### config.mk
export PLATFORM = sky130hd
export DESIGN_NAME = nn_scaler_pipelined
export DESIGN_NICKNAME = d
export VERILOG_FILES = /design/src/rtl/nn_scaler_pipelined.sv
export SDC_FILE = /design/constraint.sdc
export NUM_CORES = 1
export LEC_CHECK = 0
export ABC_AREA = 1
export CORE_ASPECT_RATIO = 2
export CORE_UTILIZATION = 58
export DETAILED_ROUTE_END_ITERATION = 8
export HOLD_SLACK_MARGIN = 0.02
export PLACE_DENSITY = 0.88
export SLEW_MARGIN = 20
export SYNTH_ARGS = -nofsm -noshare
export SYNTH_HDL_FRONTEND = slang
export SYNTH_SLANG_ARGS = --single-unit
### constraint.sdc
create_clock -name clk -period 6.94 [get_ports clk]
set_clock_uncertainty 0.05 [all_clocks]
set_input_delay 1.388 -clock clk [delete_from_list [all_inputs] [get_ports clk]]
set_output_delay 1.388 -clock clk [all_outputs]
set_load 0.005 [all_outputs]
### src/rtl/nn_scaler_pipelined.sv
// Nearest-neighbour frame scaler: walks the destination raster, fetches the matching
// source pixel from ROM and writes it to frame RAM after the ROM latency.
module nn_scaler_pipelined #(
    parameter int SRC_W   = 160,
    parameter int SRC_H   = 120,
    parameter int PIX_W   = 8,
    parameter int ROM_LAT = 1,
    parameter int SRC_AW  = 15,
    parameter int DST_AW  = 21
) (
    input  logic              clk,
    input  logic              rst,
    input  logic              start,
    input  logic [2:0]        mode,
    input  logic [PIX_W-1:0]  pixel_in,
    output logic [SRC_AW-1:0] rom_addr,
    output logic [DST_AW-1:0] ram_addr,
    output logic              wren,
    output logic [PIX_W-1:0]  pixel_out,
    output logic              busy,
    output logic              done,
    output logic              err,
    output logic [10:0]       dst_w,
    output logic [10:0]       dst_h
);

    typedef enum logic [1:0] {IDLE, ISSUE, DRAIN, DONE} state_t;

    state_t            state_reg, state_next;
    logic [2:0]        mode_reg;
    logic [10:0]       dx_reg, dy_reg, dx_next, dy_next;
    logic [DST_AW-1:0] row_base_reg, row_base_next;
    logic [2:0]        drain_cnt_reg;
    logic [10:0]       sx_next, sy_next;
    logic [SRC_AW-1:0] rom_addr_next;
    logic [DST_AW-1:0] issue_addr;
    logic              issue_valid;
    logic              mode_valid, last_col, last_row, accept;

    // mode[2] selects decimation; mode[1:0] is the shift amount in both directions
    function automatic logic [10:0] scale_dim(input logic [10:0] s, input logic [2:0] m);
        return m[2] ? (s >> m[1:0]) : (s << m[1:0]);
    endfunction

    assign mode_valid  = (mode != 3'b100) && (mode != 3'b111);
    assign accept      = (state_reg == IDLE) && start && mode_valid;
    assign last_col    = (dx_reg == dst_w - 11'd1);
    assign last_row    = (dy_reg == dst_h - 11'd1);
    assign issue_valid = (state_reg == ISSUE);
    assign issue_addr  = row_base_reg + DST_AW'(dx_reg);
    assign busy        = (state_reg != IDLE);

    always_comb begin
        dx_next       = dx_reg + 11'd1;
        dy_next       = dy_reg;
        row_base_next = row_base_reg;
        if (last_col) begin
            dx_next       = 11'd0;
            dy_next       = dy_reg + 11'd1;
            row_base_next = row_base_reg + DST_AW'(dst_w);
        end
        sx_next       = mode_reg[2] ? (dx_next << mode_reg[1:0]) : (dx_next >> mode_reg[1:0]);
        sy_next       = mode_reg[2] ? (dy_next << mode_reg[1:0]) : (dy_next >> mode_reg[1:0]);
        rom_addr_next = SRC_AW'(32'(sy_next) * SRC_W + 32'(sx_next));
    end

    always_comb begin
        state_next = state_reg;
        case (state_reg)
            IDLE:    if (accept) state_next = ISSUE;
            ISSUE:   if (last_col && last_row) state_next = DRAIN;
            DRAIN:   if (drain_cnt_reg == 3'(ROM_LAT)) state_next = DONE;
            DONE:    state_next = IDLE;
            default: state_next = IDLE;
        endcase
    end

    always_ff @(posedge clk or posedge rst) begin
        if (rst) begin
            state_reg     <= IDLE;
            mode_reg      <= 3'b000;
            dx_reg        <= '0;
            dy_reg        <= '0;
            row_base_reg  <= '0;
            drain_cnt_reg <= '0;
            rom_addr      <= '0;
            dst_w         <= '0;
            dst_h         <= '0;
            done          <= 1'b0;
            err           <= 1'b0;
            pixel_out     <= '0;
        end else begin
            state_reg     <= state_next;
            done          <= (state_reg == DONE);
            err           <= (state_reg == IDLE) && start && !mode_valid;
            pixel_out     <= pixel_in;
            drain_cnt_reg <= (state_reg == DRAIN) ? drain_cnt_reg + 3'd1 : 3'd0;
            if (accept) begin
                mode_reg     <= mode;
                dx_reg       <= '0;
                dy_reg       <= '0;
                row_base_reg <= '0;
                rom_addr     <= '0;
                dst_w        <= scale_dim(11'(SRC_W), mode);
                dst_h        <= scale_dim(11'(SRC_H), mode);
            end else if (state_reg == ISSUE) begin
                dx_reg       <= dx_next;
                dy_reg       <= dy_next;
                row_base_reg <= row_base_next;
                // hold the address after the final pixel so it never leaves the frame
                if (!(last_col && last_row)) rom_addr <= rom_addr_next;
            end
        end
    end

    // Write tag travels alongside the ROM read so the data and its address meet at the RAM
    logic [DST_AW-1:0] tag_addr_reg  [ROM_LAT+1];
    logic              tag_valid_reg [ROM_LAT+1];

    generate
        for (genvar gi = 0; gi <= ROM_LAT; gi++) begin : g_tag
            always_ff @(posedge clk or posedge rst) begin
                if (rst) begin
                    tag_addr_reg[gi]  <= '0;
                    tag_valid_reg[gi] <= 1'b0;
                end else if (gi == 0) begin
                    tag_addr_reg[gi]  <= issue_addr;
                    tag_valid_reg[gi] <= issue_valid;
                end else begin
                    tag_addr_reg[gi]  <= tag_addr_reg[gi-1];
                    tag_valid_reg[gi] <= tag_valid_reg[gi-1];
                end
            end
        end
    endgenerate

    assign ram_addr = tag_addr_reg[ROM_LAT];
    assign wren     = tag_valid_reg[ROM_LAT];

endmodule

==> impl_metrics.json, run 1 <==
{
  "outcome": "finished clean",
  "hold_viol": 0,
  "endpoint_kind": "flop",
  "netlist_area_sq_um": 8140,
  "ir_drop_mv": 0.463,
  "ios": 84,
  "syn2layout_area_growth_pct": 16.8,
  "rsz0062_at_grt": "no",
  "place_ws_ns": 1.38,
  "nets": 1132,
  "crit_family": "adder cells",
  "postLayoutSetupSlackWorst_ns": 1.35,
  "htree_levels": 4,
  "ys.flop_type": "dfrtp_1",
  "die_x_microns": 85.8,
  "slowest_delay_ns": 0.51,
  "grt_first_pass_wirelength_mm": 34.9,
  "avgSynthCellArea_sq_um": 8.08,
  "critPathRequiredTime_ns": 7.21,
  "grt_pass1_vias": 7542,
  "crit_type": "flop to flop",
  "via_count": 7235,
  "cts_buffers": 17,
  "holdBufCountCts": 0,
  "synth_warnings": 0,
  "synth_top_area_cell": "dfrtp_1",
  "cts_tree": "done",
  "diodes": 0,
  "root_buffer": "clkbuf_16",
  "critPathBufInv": 6,
  "setup_viol": 0,
  "drive_above_1_share": 0.0722,
  "drtAntennaViolNets": 0,
  "final_common_cell": "nand2_1",
  "period_needed_ns": 5.59,
  "synth.ff_latch_count": 135,
  "crit_slowest_cell": "o32ai_1",
  "grt_overflow": 0,
  "drt_iter0_markers": 470,
  "port-buffer-count": 80,
  "clock.fmax_ghz": 0.179,
  "drc_errors": 0,
  "synth_area_leaders": "dfrtp_1 (42%), nand2_1 (10%), ha_1 (7.4%), inv_1 (5.5%), nand3_1 (4.4%)",
  "via_per_inst": 5.71,
  "powerDensity_nw_per_um2": 432,
  "rrSetupSlack_ns": 1.35,
  "gp_congestion": 0.988,
  "dp_hpwl_mm": 15.6,
  "cp_max_fo": 15,
  "dp_cells": 1234,
  "crit_top_cell": "nand2_1",
  "synth-edff-count": 0,
  "placementRows": 60,
  "cts_sinks": 135,
  "wirelength_mm": 21.4,
  "relSlewSlack": 0.408,
  "ys_types": 51,
  "antenna_found_initial": 0,
  "tns_ns": 0,
  "netlist_instances": 1007,
  "clkTransAtPathRegs_ns": 0.07,
  "maxSlewViolCount": 0,
  "cts_setup_buffers": 0,
  "die_area_sq_um": 14500,
  "final_cell_mix": "nand2_1 (224), dfrtp_1 (135), inv_1 (118)",
  "ctsResizeCount": 0,
  "cp_data_arrival_time_ns": 5.86,
  "clock_latency_ns": 0.44,
  "wl_per_cell_microns": 16.9,
  "worst_pin_slew_ns": 0.889,
  "post-route-period-util": 0.805,
  "synthArstFlopShare": 1.00,
  "drtPass1Iterations": 5,
  "synth_top_area_frac": 0.415,
  "instances_no_fill": 1266,
  "hold_class": "flop to flop",
  "grt_max_degree": 75,
  "cts_buffer_depth": 2,
  "core_area_sq_um": 13600,
  "nFillCells": 1040,
  "die_y_microns": 170,
  "leakage_nw": 4.73,
  "start_kind": "flop",
  "grt.total_usage": 0.314,
  "start_util": 0.599,
  "cap_violations": 0,
  "ys_seq_area_frac": 0.415
}
[where the power goes]
part	switching, mW	internal [mW]	total [mW]
sequential	0.161	0.927	1.09
combinational	1.30	0.843	2.15
clock	0.398	0.470	0.868
[per-stage QoR]
| step | area (sq um) | utilization | power [mW] | hold slack, ns |
|---|---|---|---|---|
| 2_1_floorplan | 8140 | - | 2.59 | 0.281 |
| 3_3_place_gp | 8940 | 0.658 | 3.14 | 0.283 |
| 3_5_place_dp | 8940 | 0.658 | 3.20 | 0.286 |
| 4_1_cts | 9500 | 0.699 | 4.08 | 0.301 |
| 5_1_grt | 9500 | 0.699 | 4.40 | 0.306 |
| 6_report | 9500 | 0.699 | 4.10 | 0.299 |
[layer usage]
| metal | vias to the layer above | track usage | wire length (microns) |
|---|---|---|---|
| met3 | 127 | 0.0613 | 963 |
| met5 | - | 0 | 0 |
| li1 | 3403 | - | - |
| met2 | 330 | 0.588 | 11700 |
| met1 | 3375 | 0.280 | 7040 |
| met4 | 0 | 0.256 | 1720 |
[area by class of cell]
type	instances	area, sq um	share of cell area
timing repair buffer	86	846	0.0890
tap	186	233	0.0245
multi-input combinational	700	4010	0.422
clock inverter	15	131	0.0138
sequential	135	3380	0.356
clock buffer	17	425	0.0448
inverter	127	482	0.0507
[cells in the mapped netlist, types with 2 or more instances]
master,number
o21bai_1,2
fa_1,3
xnor2_1,15
nand3b_1,3
o22ai_1,26
nor4_1,3
nand3_2,5
nand3_1,71
nor2_2,3
nand2_2,13
dfrtp_1,135
o21ai_0,54
buf_4,28
o211ai_1,3
clkbuf_1,14
nand2_1,224
inv_2,6
nor3_1,13
nand4_1,13
a21oi_1,42
o21a_1,2
a31oi_1,4
ha_1,48
buf_1,3
xor2_1,37
clkinv_1,2
o21ai_1,8
inv_1,119
o221ai_1,4
a21o_1,3
buf_2,2
nor2_4,7
nor2_1,74
[path summary, 6_finish.rpt]
check | depth (start not counted) | start | end
worst max register to register | 32 | dst_w[2]$_DFFE_PP0P_ | rom_addr[14]$_DFFE_PP0P_
worst min register to register | 0 | tag_addr_reg[35]$_DFF_PP0_ | ram_addr[14]$_DFF_PP0_
max in group asynchronous | 3 | rst | dy_reg[4]$_DFFE_PP0P_
worst min-delay path | 0 | tag_addr_reg[35]$_DFF_PP0_ | ram_addr[14]$_DFF_PP0_
min in group asynchronous | 2 | rst | tag_addr_reg[24]$_DFF_PP0_
worst max-delay path | 32 | dst_w[2]$_DFFE_PP0P_ | rom_addr[14]$_DFFE_PP0P_
[worst reg2reg max path: cells and delay by family, from the launching register on]
family          cells  cell delay (ns)
fa+ha+maj           5             1.61
simple gates       16             1.53
compound gates      4             1.10
buf+inv             6             0.53
flops               1             0.48
xor+xnor            1             0.18
[kinds of logic after synthesis]
family	synth area share
AO/OA/AOI/OAI	0.113
XOR/XNOR	0.0580
adder cells (fa/ha/maj)	0.0812
buffers and inverters	0.0935
flip-flops	0.415
other	0.000461
AND/OR/NAND/NOR	0.238
Power figures use the tool's default switching activity.
==> run 2: changes to the inputs <==
--- a/config.mk
+++ b/config.mk
@@ -7,10 +7,10 @@
 export LEC_CHECK = 0
 export ABC_AREA = 1
 export CORE_ASPECT_RATIO = 2
-export CORE_UTILIZATION = 58
+export CORE_UTILIZATION = 52
 export DETAILED_ROUTE_END_ITERATION = 8
 export HOLD_SLACK_MARGIN = 0.02
-export PLACE_DENSITY = 0.88
+export PLACE_DENSITY = 0.84
 export SLEW_MARGIN = 20
 export SYNTH_ARGS = -nofsm -noshare
 export SYNTH_HDL_FRONTEND = slang
==> constraint.sdc (replaced) <==
create_clock -name clk -period 4.5 [get_ports clk]
set_clock_uncertainty 0.05 [all_clocks]
set_input_delay 0.9 -clock clk [delete_from_list [all_inputs] [get_ports clk]]
set_output_delay 0.9 -clock clk [all_outputs]
set_load 0.005 [all_outputs]
==> run 2 against run 1 <==
  * The run now ends with negative setup slack left
  * Global-route usage decreased by 3.1 points
  * Register-to-register slack lost 1.5 ns
  * Utilization down 0.32 points
  * Routed wire length grew 7.7%
  * Maximum frequency grew 20%
  * Hold slack lost 0.0025 ns
  * First-iteration DRC count fell by 5.1%
  * Clock power increased by 64%
==> impl_metrics.json, run 2 (synthesized netlist as in run 1, its figures left out) <==
{
  "final_common_cell": "nand2_1",
  "ir_drop_mv": 0.687,
  "leakage_nw": 5.28,
  "cts_sinks": 135,
  "drtAntennaViolNets": 0,
  "regArea_sq_um": 3380,
  "multiInputGateArea_sq_um": 4280,
  "via_count": 7813,
  "relSlewSlack": 0.380,
  "gp_congestion": 0.924,
  "clock_latency_ns": 0.43,
  "instances_no_fill": 1385,
  "antenna_found_initial": 0,
  "fin_area_sq_um": 10600,
  "diodes": 0,
  "worst_pin_slew_ns": 0.928,
  "violations": "negative setup slack",
  "fin_util": 0.696,
  "cp_max_fo": 4,
  "maxSlewViolCount": 0,
  "die_y_microns": 179,
  "placementRows": 64,
  "rrSetupSlack_ns": -0.16,
  "hold_class": "flop to flop",
  "drc_errors": 0,
  "nFillCells": 1095,
  "cts_tree": "done",
  "drt_iter0_markers": 446,
  "hold_viol": 0,
  "critPathRequiredTime_ns": 4.77,
  "holdBufCountCts": 0,
  "place_area_sq_um": 9650,
  "dp_cells": 1336,
  "wl_per_cell_microns": 16.6,
  "via_per_inst": 5.64,
  "core_area_sq_um": 15300,
  "tns_ns": -0.161,
  "post-route-period-util": 1.04,
  "start_kind": "flop",
  "clock.fmax_ghz": 0.215,
  "root_buffer": "clkbuf_16",
  "rsz0062_at_grt": "yes",
  "cts_buffers": 17,
  "die_x_microns": 90.5,
  "syn2layout_area_growth_pct": 30.8,
  "grt_pass1_vias": 7735,
  "nets": 1239,
  "powerDensity_nw_per_um2": 711,
  "outcome": "finished, violations left",
  "final_cell_mix": "nand2_1 (213), dfrtp_1 (134), inv_1 (114)",
  "die_area_sq_um": 16200,
  "setup_viol": 1,
  "cp_data_arrival_time_ns": 4.93,
  "p_total_mw": 7.57,
  "grt_overflow": 0,
  "ios": 84,
  "postLayoutSetupSlackWorst_ns": -0.161,
  "drive_above_1_share": 0.195,
  "grt_max_degree": 53,
  "period_needed_ns": 4.66,
  "cts_buffer_depth": 2,
  "port-buffer-count": 80,
  "endpoint_kind": "flop",
  "cap_violations": 0,
  "slowest_delay_ns": 0.45,
  "dp_hpwl_mm": 16.5,
  "start_util": 0.532,
  "grt_first_pass_wirelength_mm": 35.4,
  "grt.total_usage": 0.283,
  "drtPass1Iterations": 6,
  "htree_levels": 4,
  "clkTransAtPathRegs_ns": 0.06,
  "crit_type": "flop to flop",
  "crit_slowest_cell": "fa_2",
  "wirelength_mm": 23.0
}
-- run 2: changes by cell type in the layout (fill, tap and decap cells not counted), sizes merged --
cell	previous run	this run
buf	6	113
bufinv	0	2
clkinv	5	8
clkinvlp	3	2
inv	134	130
-- run 2: timing repair --
item | 4_1_cts | 5_1_grt
pin swaps | 22 | 33
gates resized for setup | 22 | 37
setup endpoints to repair | 5 | 5
setup buffers | 13 | 7
hold endpoints to repair | 0 | 0
-- run 2: path summary, 6_finish.rpt --
check,to,start,cells past startpoint
setup / recovery,rom_addr[14]$_DFFE_PP0P_,dst_w[2]$_DFFE_PP0P_,32
hold / removal,ram_addr[3]$_DFF_PP0_,tag_addr_reg[24]$_DFF_PP0_,0
setup reg to reg,rom_addr[14]$_DFFE_PP0P_,dst_w[2]$_DFFE_PP0P_,32
hold reg to reg,ram_addr[3]$_DFF_PP0_,tag_addr_reg[24]$_DFF_PP0_,0
max in group asynchronous,dst_w[2]$_DFFE_PP0P_,rst,3
min in group asynchronous,ram_addr[4]$_DFF_PP0_,rst,2
-- run 2: metrics by stage --
stage / setup slack, ns / hold WS (ns)
CTS: -0.262 / 0.299
global placement: -0.300 / 0.282
finish: -0.161 / 0.297
detailed placement: -0.484 / 0.286
floorplan: -0.221 / 0.281
global route: -0.420 / 0.304
-- run 2: cell type report --
| class | count | share of cell area |
|---|---|---|
| clock buffers | 17 | 0.0400 |
| clock inverters | 15 | 0.0157 |
| inverters | 127 | 0.0451 |
| multi-input cells | 700 | 0.402 |
| flip-flops and latches | 135 | 0.317 |
| well taps | 198 | 0.0233 |
| repair buffers | 193 | 0.156 |
-- run 2: worst max-delay path, delay by kind of cell, from the launching register on --
family	cells	cell delay, ns
simple gates	16	1.45
fa+ha+maj	5	1.39
compound gates	4	0.73
buf+inv	7	0.53
flops	1	0.41
-- run 2: routing by layer --
layer | routed length, microns | share of wire | global-route usage | vias up
met5 | 0 | 0 | 0 | -
met4 | 1860 | 0.081 | 0.226 | 0
met3 | 1180 | 0.051 | 0.0577 | 143
met2 | 12400 | 0.54 | 0.539 | 383
met1 | 7600 | 0.33 | 0.254 | 3677
li1 | - | - | - | 3610
-- run 2: power by group --
group / internal [mW] / switching (mW)
Combinational: 2.04 / 2.47
Sequential: 1.43 / 0.207
Clock: 0.829 / 0.590
Total: 4.30 / 3.26
==> edit, RTL diff (settings of run 2) <==
`SRC_AW`: 15 -> 13.
--- a/src/rtl/nn_scaler_pipelined.sv
+++ b/src/rtl/nn_scaler_pipelined.sv
@@ -6,5 +6,5 @@
     parameter int PIX_W   = 8,
     parameter int ROM_LAT = 1,
-    parameter int SRC_AW  = 15,
+    parameter int SRC_AW  = 13,
     parameter int DST_AW  = 21
 ) (
Ports: changed (resized rom_addr); port bits go from 84 to 82. The function was not compared with the original's and may differ.
==> edit against run 2 <==
  * Routed wire length decreased by 9.8%
  * Utilization shrank 4.8 points
  * Sequential cell count decreased by 2
  * Design area decreased by 7.3%
  * Synthesized area is 1.0% lower
  * Total power decreased by 13%
  * Count of clock-buffer cells in the layout increased by 2
  * Non-clock buffer count fell by 79
  * Setup slack better by 0.30 ns
  * Largest cell class unchanged
==> edit: results (changes against run 2) <==
metric	value	unit	change
run status	complete, no violations		
vias post-DR	7115		-8.9%
Initial DRC Count	562		+26%
met3 wire len	988	µm	-16%
share of layout cells above drive strength 1	14.9	%	-4.7 points
Slowest cell on crit path	fa_1		
GRT Overall Usage	26.2	%	-2.1 points
GPL Wtd Cong	0.926		+0.29%
hold_sp	tag_addr_reg[27]		
Avg WL per Cell	16.3	µm	-2.0%
Top delay family on crit path	adder cells		
Cell Count, Final, Fillers Out	1274		-8.0%
Final #Nets	1124		-9.3%
commonest cells in the synthesized netlist	194 x nand2_1, 133 x dfrtp_1, 117 x inv_1		
worst slack, placed	-0.0543	ns	+0.430 ns
vias in the first global route	7015		-9.3%
DR WL met2	11100	µm	-10%
FMAX	229	MHz	+6.8%
Crit path arrival time	4.63	ns	-0.30 ns
CP max FO	5		+1
met1 wire length	7090	µm	-6.7%
Seq/Total Area, Yosys	41.3	%	-0.18 points
RR Endpoint	rom_addr[12]		
static leakage power	4.89	nW	-7.5%
met1 Use GR	24.6	%	-0.82 points
Post-DP HPWL	14700	µm	-11%
Internal	3.75	mW	-13%
[edit: changes by cell type after synthesis, moves of 5 or more]
cell / delta
nand2_1: -30
nor3_1: +8
nand2_2: +6
nor2_4: -6
o21ai_0: -6
nand4_1: -5
[edit: how the worst min path moves through the flow]
| stage | depth (start not counted) | slack [ns] | end |
|---|---|---|---|
| after global routing | 0 | 0.30 | ram_addr[3] |
| after global placement | 0 | 0.28 | ram_addr[10] |
| final | 0 | 0.29 | ram_addr[6] |
| after floorplan | 0 | 0.28 | ram_addr[0] |
| after detailed placement | 0 | 0.28 | ram_addr[16] |
| after CTS | 0 | 0.29 | ram_addr[6] |
[edit: metrics by stage]
stage | power (mW) | instance area, µm²
after CTS | 6.17 | 9520
after global placement | 4.74 | 8950
after detailed placement | 4.79 | 8950
after global routing | 7.08 | 9860
final | 6.61 | 9860
after floorplan | 3.92 | 8060
[edit: timing repair]
action,4_1_cts,5_1_grt
gates resized for setup,3,54
cloned,0,1
setup endpoints to repair,1,3
pin swaps,0,34
setup buffers,0,13
[edit: cells by family after synthesis]
family / after synthesis / share of synthesized area [%]
xor+xnor: 56 / 6.09
flops: 133 / 41.3
fa+ha+maj: 47 / 7.58
buf+inv: 175 / 10.1
simple gates: 414 / 23.8
compound gates: 150 / 11.0
other cells: 1 / 0.0466
[edit: cell type report]
cell class	count	area (µm²)	area share [%]
Clock inverter	13	120	1.22
Tap cell	198	248	2.51
Multi-Input combinational cell	671	4130	41.8
Timing Repair Buffer	114	1100	11.1
Inverter	126	495	5.02
Clock buffer	19	443	4.49
Sequential cell	133	3330	33.8
